===== config.mk =====
export PLATFORM = sky130hd
export DESIGN_NAME = psum_drain
export DESIGN_NICKNAME = d
export VERILOG_FILES = /design/src/rtl/psum_drain.sv
export SDC_FILE = /design/constraint.sdc
export NUM_CORES = 1
export LEC_CHECK = 0
export BUFFER_PORTS_ARGS = -buffer_cell sky130_fd_sc_hd__buf_2
export CAP_MARGIN = 25
export CORE_ASPECT_RATIO = 0.7
export CORE_MARGIN = 5
export CORE_UTILIZATION = 56
export DETAILED_ROUTE_END_ITERATION = 8
export GPL_TIMING_DRIVEN = 0
export MAX_ROUTING_LAYER = met4
export PLACE_DENSITY = 0.85
export RECOVER_POWER = 100
export SETUP_SLACK_MARGIN = 0.05
export SLEW_MARGIN = 20
export SYNTH_ARGS = -nofsm -noshare
export SYNTH_HDL_FRONTEND = slang
export SYNTH_SLANG_ARGS = --single-unit

===== constraint.sdc =====
create_clock -name clk -period 11.1 [get_ports clk]
set_clock_uncertainty 0.15 [all_clocks]
set_input_delay 1.665 -clock clk [delete_from_list [all_inputs] [get_ports clk]]
set_output_delay 1.665 -clock clk [all_outputs]
set_load 0.01 [all_outputs]

===== src/rtl/psum_drain.sv =====
// psum_drain: east-edge collector for the systolic PE array. Captures each row's skewed
// final psum, requantises it (round/shift/saturate) and drains rows over valid/ready.
// Optional feature: define PSUM_DRAIN_RELU_EN to clamp negative results to zero.
module psum_drain #(
    parameter int ROWS      = 8,
    parameter int CAP_DELAY = 64,
    parameter int DATAWIDTH = 11,
    parameter int SHIFT     = 4
) (
    input  logic                              clk,
    input  logic                              rst_overall_n,
    input  logic                              start,
    input  logic [ROWS*2*DATAWIDTH-1:0]       row_psum,
    input  logic                              out_ready,
    output logic                              out_valid,
    output logic signed [DATAWIDTH-1:0]       out_data,
    output logic [((ROWS > 1) ? $clog2(ROWS) : 1)-1:0] out_row,
    output logic                              out_last,
    output logic                              busy,
    output logic                              done,
    output logic                              start_dropped
);

    localparam int PW     = 2 * DATAWIDTH;
    localparam int EW     = PW + 1;
    localparam int RW     = (ROWS > 1) ? $clog2(ROWS) : 1;
    localparam int CW     = $clog2(CAP_DELAY + 1) + 1;
    localparam int RND_SH = (SHIFT > 0) ? SHIFT - 1 : 0;

    localparam logic signed [EW-1:0] RND     = (SHIFT > 0) ? (EW'(1) << RND_SH) : '0;
    localparam logic signed [EW-1:0] SAT_MAX = EW'((1 << (DATAWIDTH - 1)) - 1);
    localparam logic signed [EW-1:0] SAT_MIN = ~SAT_MAX;

    typedef enum logic [1:0] {
        IDLE,
        WAIT,
        CAPTURE,
        DRAIN
    } state_t;

    state_t                      state;
    logic [CW-1:0]               cnt;
    logic [RW-1:0]               idx;
    logic [RW-1:0]               nxt;
    logic signed [DATAWIDTH-1:0] buf_q [ROWS];

    logic signed [PW-1:0]        lanes [ROWS];
    logic signed [PW-1:0]        cap_psum;
    logic signed [EW-1:0]        ext;
    logic signed [EW-1:0]        rnd_sum;
    logic signed [EW-1:0]        shifted;
    logic signed [DATAWIDTH-1:0] sat;
    logic signed [DATAWIDTH-1:0] q;

    always_comb begin
        for (int r = 0; r < ROWS; r++) begin
            lanes[r] = row_psum[r*PW +: PW];
        end
    end

    // The extra sign bit keeps the rounding add from wrapping near the psum extremes.
    always_comb begin
        cap_psum = lanes[idx];
        ext      = {cap_psum[PW-1], cap_psum};
        rnd_sum  = ext + RND;
        shifted  = rnd_sum >>> SHIFT;
        if (shifted > SAT_MAX) begin
            sat = SAT_MAX[DATAWIDTH-1:0];
        end else if (shifted < SAT_MIN) begin
            sat = SAT_MIN[DATAWIDTH-1:0];
        end else begin
            sat = shifted[DATAWIDTH-1:0];
        end
`ifdef PSUM_DRAIN_RELU_EN
        if (sat[DATAWIDTH-1]) begin
            q = '0;
        end else begin
            q = sat;
        end
`else
        q = sat;
`endif
    end

    assign nxt  = idx + 1'b1;
    assign busy = (state != IDLE);

    // idx is the capture lane in WAIT/CAPTURE and the drain row in DRAIN; it is 0 in WAIT.
    always_ff @(posedge clk) begin
        if (!rst_overall_n) begin
            state         <= IDLE;
            cnt           <= '0;
            idx           <= '0;
            out_valid     <= 1'b0;
            out_data      <= '0;
            out_row       <= '0;
            out_last      <= 1'b0;
            done          <= 1'b0;
            start_dropped <= 1'b0;
            for (int r = 0; r < ROWS; r++) begin
                buf_q[r] <= '0;
            end
        end else begin
            done          <= 1'b0;
            start_dropped <= start && (state != IDLE);
            case (state)
                IDLE: begin
                    if (start) begin
                        state <= WAIT;
                        cnt   <= CW'(1);
                        idx   <= '0;
                    end
                end
                WAIT: begin
                    if (cnt == CW'(CAP_DELAY)) begin
                        buf_q[0] <= q;
                        cnt      <= '0;
                        if (ROWS == 1) begin
                            state     <= DRAIN;
                            out_valid <= 1'b1;
                            out_data  <= q;
                            out_row   <= '0;
                            out_last  <= 1'b1;
                        end else begin
                            state <= CAPTURE;
                            idx   <= RW'(1);
                        end
                    end else begin
                        cnt <= cnt + 1'b1;
                    end
                end
                CAPTURE: begin
                    buf_q[idx] <= q;
                    if (idx == RW'(ROWS - 1)) begin
                        state     <= DRAIN;
                        idx       <= '0;
                        out_valid <= 1'b1;
                        out_data  <= buf_q[0];
                        out_row   <= '0;
                        out_last  <= 1'b0;
                    end else begin
                        idx <= nxt;
                    end
                end
                DRAIN: begin
                    if (out_ready) begin
                        if (out_last) begin
                            state     <= IDLE;
                            idx       <= '0;
                            out_valid <= 1'b0;
                            out_data  <= '0;
                            out_row   <= '0;
                            out_last  <= 1'b0;
                            done      <= 1'b1;
                        end else begin
                            idx      <= nxt;
                            out_row  <= nxt;
                            out_data <= buf_q[nxt];
                            out_last <= (nxt == RW'(ROWS - 1));
                        end
                    end
                end
                default: state <= IDLE;
            endcase
        end
    end

endmodule


==> flow_summary_export.csv <==
group,metric,value,unit
outcome,outcome,"finished, final reports clean",
route,wire_per_inst,20.4,um
finish,multi_input_area,0.00358,sq mm
yosys,synthTopCellsByCount,"nor2_1, edfxtp_1, nand2_1, mux4_2, dfxtp_1",
sta,relSlewSlack,0.0239,
yosys,synth_nets,816,
route,vias_per_cell,6.22,
yosys,synth_area_leaders,"edfxtp_1, mux4_2, dfxtp_1, nor2_1, mux4_1",
finish,finalNonFillerCells,998,
power_and_ir_drop,p_per_area,211,mW/mm^2
sta,finalCriticalPeriod,6.66,ns
yosys,yosys.area.top_type,"edfxtp_1",
die,rows,35,
global_routing,grt_pass1_wl,31900,um
sta,rsz0062_at_grt,"false",
place,gp_congestion,0.893,
die,dieArea,0.0156,sq mm
run,cap_violations,0,
route,vias,6207,
power_and_ir_drop,irDropWorstVdd,0.000118,V
place,io_buffer_count,174,
cts,clock_latency,0.41,ns
yosys,synth_most_common_cell,"nor2_1",
worst_hold_path,min_path_type,"register to register",
cts,h-tree-depth,4,
cts,cts_sinks,119,
sta,finalMaxSlewViolations,0,
finish,drive_gt1_frac,0.290,
global_routing,grt_use_total,0.270,
cts,cts_root_buffer,"clkbuf_16",
die,die_w,147,um
worst_setup_path,critPathKind,"register to register",
yosys,netlist_area,0.00735,sq mm
yosys,synth_warnings,0,
finish,nFillCells,960,
cts,clk_pin_slew,0.06,ns
die,start_util,0.565,
cts,holdBufCountCts,0,
finish,seq_area,0.00326,sq mm
route,route.detailed.drc,0,
route,drtIter0Drc,647,
global_routing,grt_max_degree,17,
yosys,netlist_instances,626,
cts,cts_tree,"built",
place,dpl_cell_area,0.00843,sq mm
die,io_pins,199,
worst_setup_path,cp_max_fo,10,
global_routing,grt_pass1_vias,6104,
power_and_ir_drop,power.total,1.85,mW
route,first_pass_iters,5,
power_and_ir_drop,p_leak,3.45,nW
finish,diodes,0,
yosys,ys.flop_type,"edfxtp_1",
yosys,yosysUniqueCellTypes,70,
sta,hold-worst-slack,0.298,ns
die,die_h,106,um
yosys,synth_edf_count,88,
yosys,syn_area_per_cell,11.7,sq um
finish,nets,1009,
yosys,synth-seq-cells,119,
die,core-area,0.0130,sq mm
worst_setup_path,startpoint_type,"register",
yosys,yosysSeqAreaShare,0.444,
sta,hold_viol_final,0,
cts,cts_resized,0,
place,hpwl,15200,um
sta,finalSetupTns,0,ns
global_routing,grt_overflow,0,
yosys,yosysTopAreaCellShare,0.359,
sta,fin_crit_sh,0.600,
yosys,synthArstFlopShare,0,
global_routing,antenna_found_initial,0,
worst_setup_path,arrival,6.61,ns
worst_setup_path,end_kind,"register",
sta,worst_pin_slew,1.46,ns
sta,setup-violations-final,0,
finish,fin_area,0.00877,sq mm
sta,fmaxAchievable,150,MHz
route,wirelength,20400,um
finish,syn_to_final_growth,19.3,%
place,numPlacedInstances,966,
worst_setup_path,crit_required,11.05,ns
cts,post_cts_buffers,0,
cts,cts_buffers,17,
cts,clockBufferDepth,2,
route,antenna_left,0,
## critical path: stages, from the launching register on
cell,delay [ns]
dfxtp_1,0.33
clkbuf_1,0.44
clkbuf_1,0.59
clkbuf_1,0.59
clkbuf_1,0.62
and2_0,0.34
a22oi_1,0.13
o211ai_1,0.47
o211ai_1,0.33
or3_4,0.50
o31ai_4,0.36
o21ai_4,0.15
a221oi_1,1.21
nor2_1,0.13
## path summary, 6_finish.rpt
kind              start           to  slack [ns]  cells past startpoint
max reg2reg      idx[0]  buf_q[2][4]        4.44                     13
max              idx[0]  buf_q[2][4]        4.44                     13
min          out_row[2]   out_row[2]        0.30                      2
min reg2reg  out_row[2]   out_row[2]        0.30                      2
## where the power goes
group / switching (mW) / leakage, nW / internal, mW / total, mW
Combinational: 0.455 / 2.01 / 0.279 / 0.733
Clock: 0.197 / 0.281 / 0.372 / 0.570
Sequential: 0.0249 / 1.16 / 0.526 / 0.551
## cell families (layout without fill, tap and decap cells)
group / Yosys count / in the layout / synth area share
xor+xnor: 14 / 14 / 0.0167
fa+ha+maj: 10 / 10 / 0.0170
mux: 85 / 85 / 0.206
simple gates: 229 / 229 / 0.143
flops: 119 / 119 / 0.444
compound gates: 101 / 101 / 0.128
buf+inv: 68 / 274 / 0.0458
## per-stage QoR
step	utilization	setup slack, ns
6_report	0.674	4.44
5_1_grt	0.674	4.02
4_1_cts	0.695	6.05
3_5_place_dp	0.648	5.67
3_3_place_gp	0.648	5.76
2_1_floorplan	-	6.31
## sequential cells by signal, indices dropped and copies added (netlist names)
| name | count |
|---|---|
| out_valid | 1 |
| idx | 3 |
| out_row | 3 |
| done | 1 |
| cnt | 8 |
| buf_q | 88 |
| out_last | 1 |
| state | 2 |
| start_dropped | 1 |
| out_data | 11 |
## per-layer routing
layer | GRT usage | part of all wire | up-vias
li1 | - | - | 2765
met1 | 0.370 | 0.41 | 2999
met2 | 0.417 | 0.46 | 405
met3 | 0.0627 | 0.11 | 38
met4 | 0.0572 | 0.013 | 0
met5 | - | 0 | -
## area by class of cell
class                   instances  share of cell area
multi-input cells             439               0.408
flip-flops and latches        119               0.372
repair buffers                174              0.0962
clock buffers                  18              0.0489
well taps                     166              0.0237
clock inverters                14              0.0208
plain buffers                  43              0.0198
inverters                      25              0.0107
## placed cells by master (no fill, tap or decap), drive strengths merged, types with 4 or more instances in the layout
master    synthesis  final
a21oi            14     14
a221oi            9      9
a31oi             5      5
and2              5      5
buf              20    157
bufinv            0      4
clkbuf           23     78
clkinv            0      5
clkinvlp          0      5
dfxtp            31     31
edfxtp           88     88
ha               10     10
inv              25     25
mux2             11     11
mux2i            26     26
mux4             48     48
nand2            40     40
nand2b            9      9
nand3            11     11
nand4             5      5
nor2            123    123
nor2b             7      7
nor3              8      8
nor4              6      6
o211ai            8      8
o21ai            22     22
o221ai           11     11
o31ai             4      4
xnor2             7      7
xor2              7      7
Note: power is estimated with default switching activity, not from simulation.
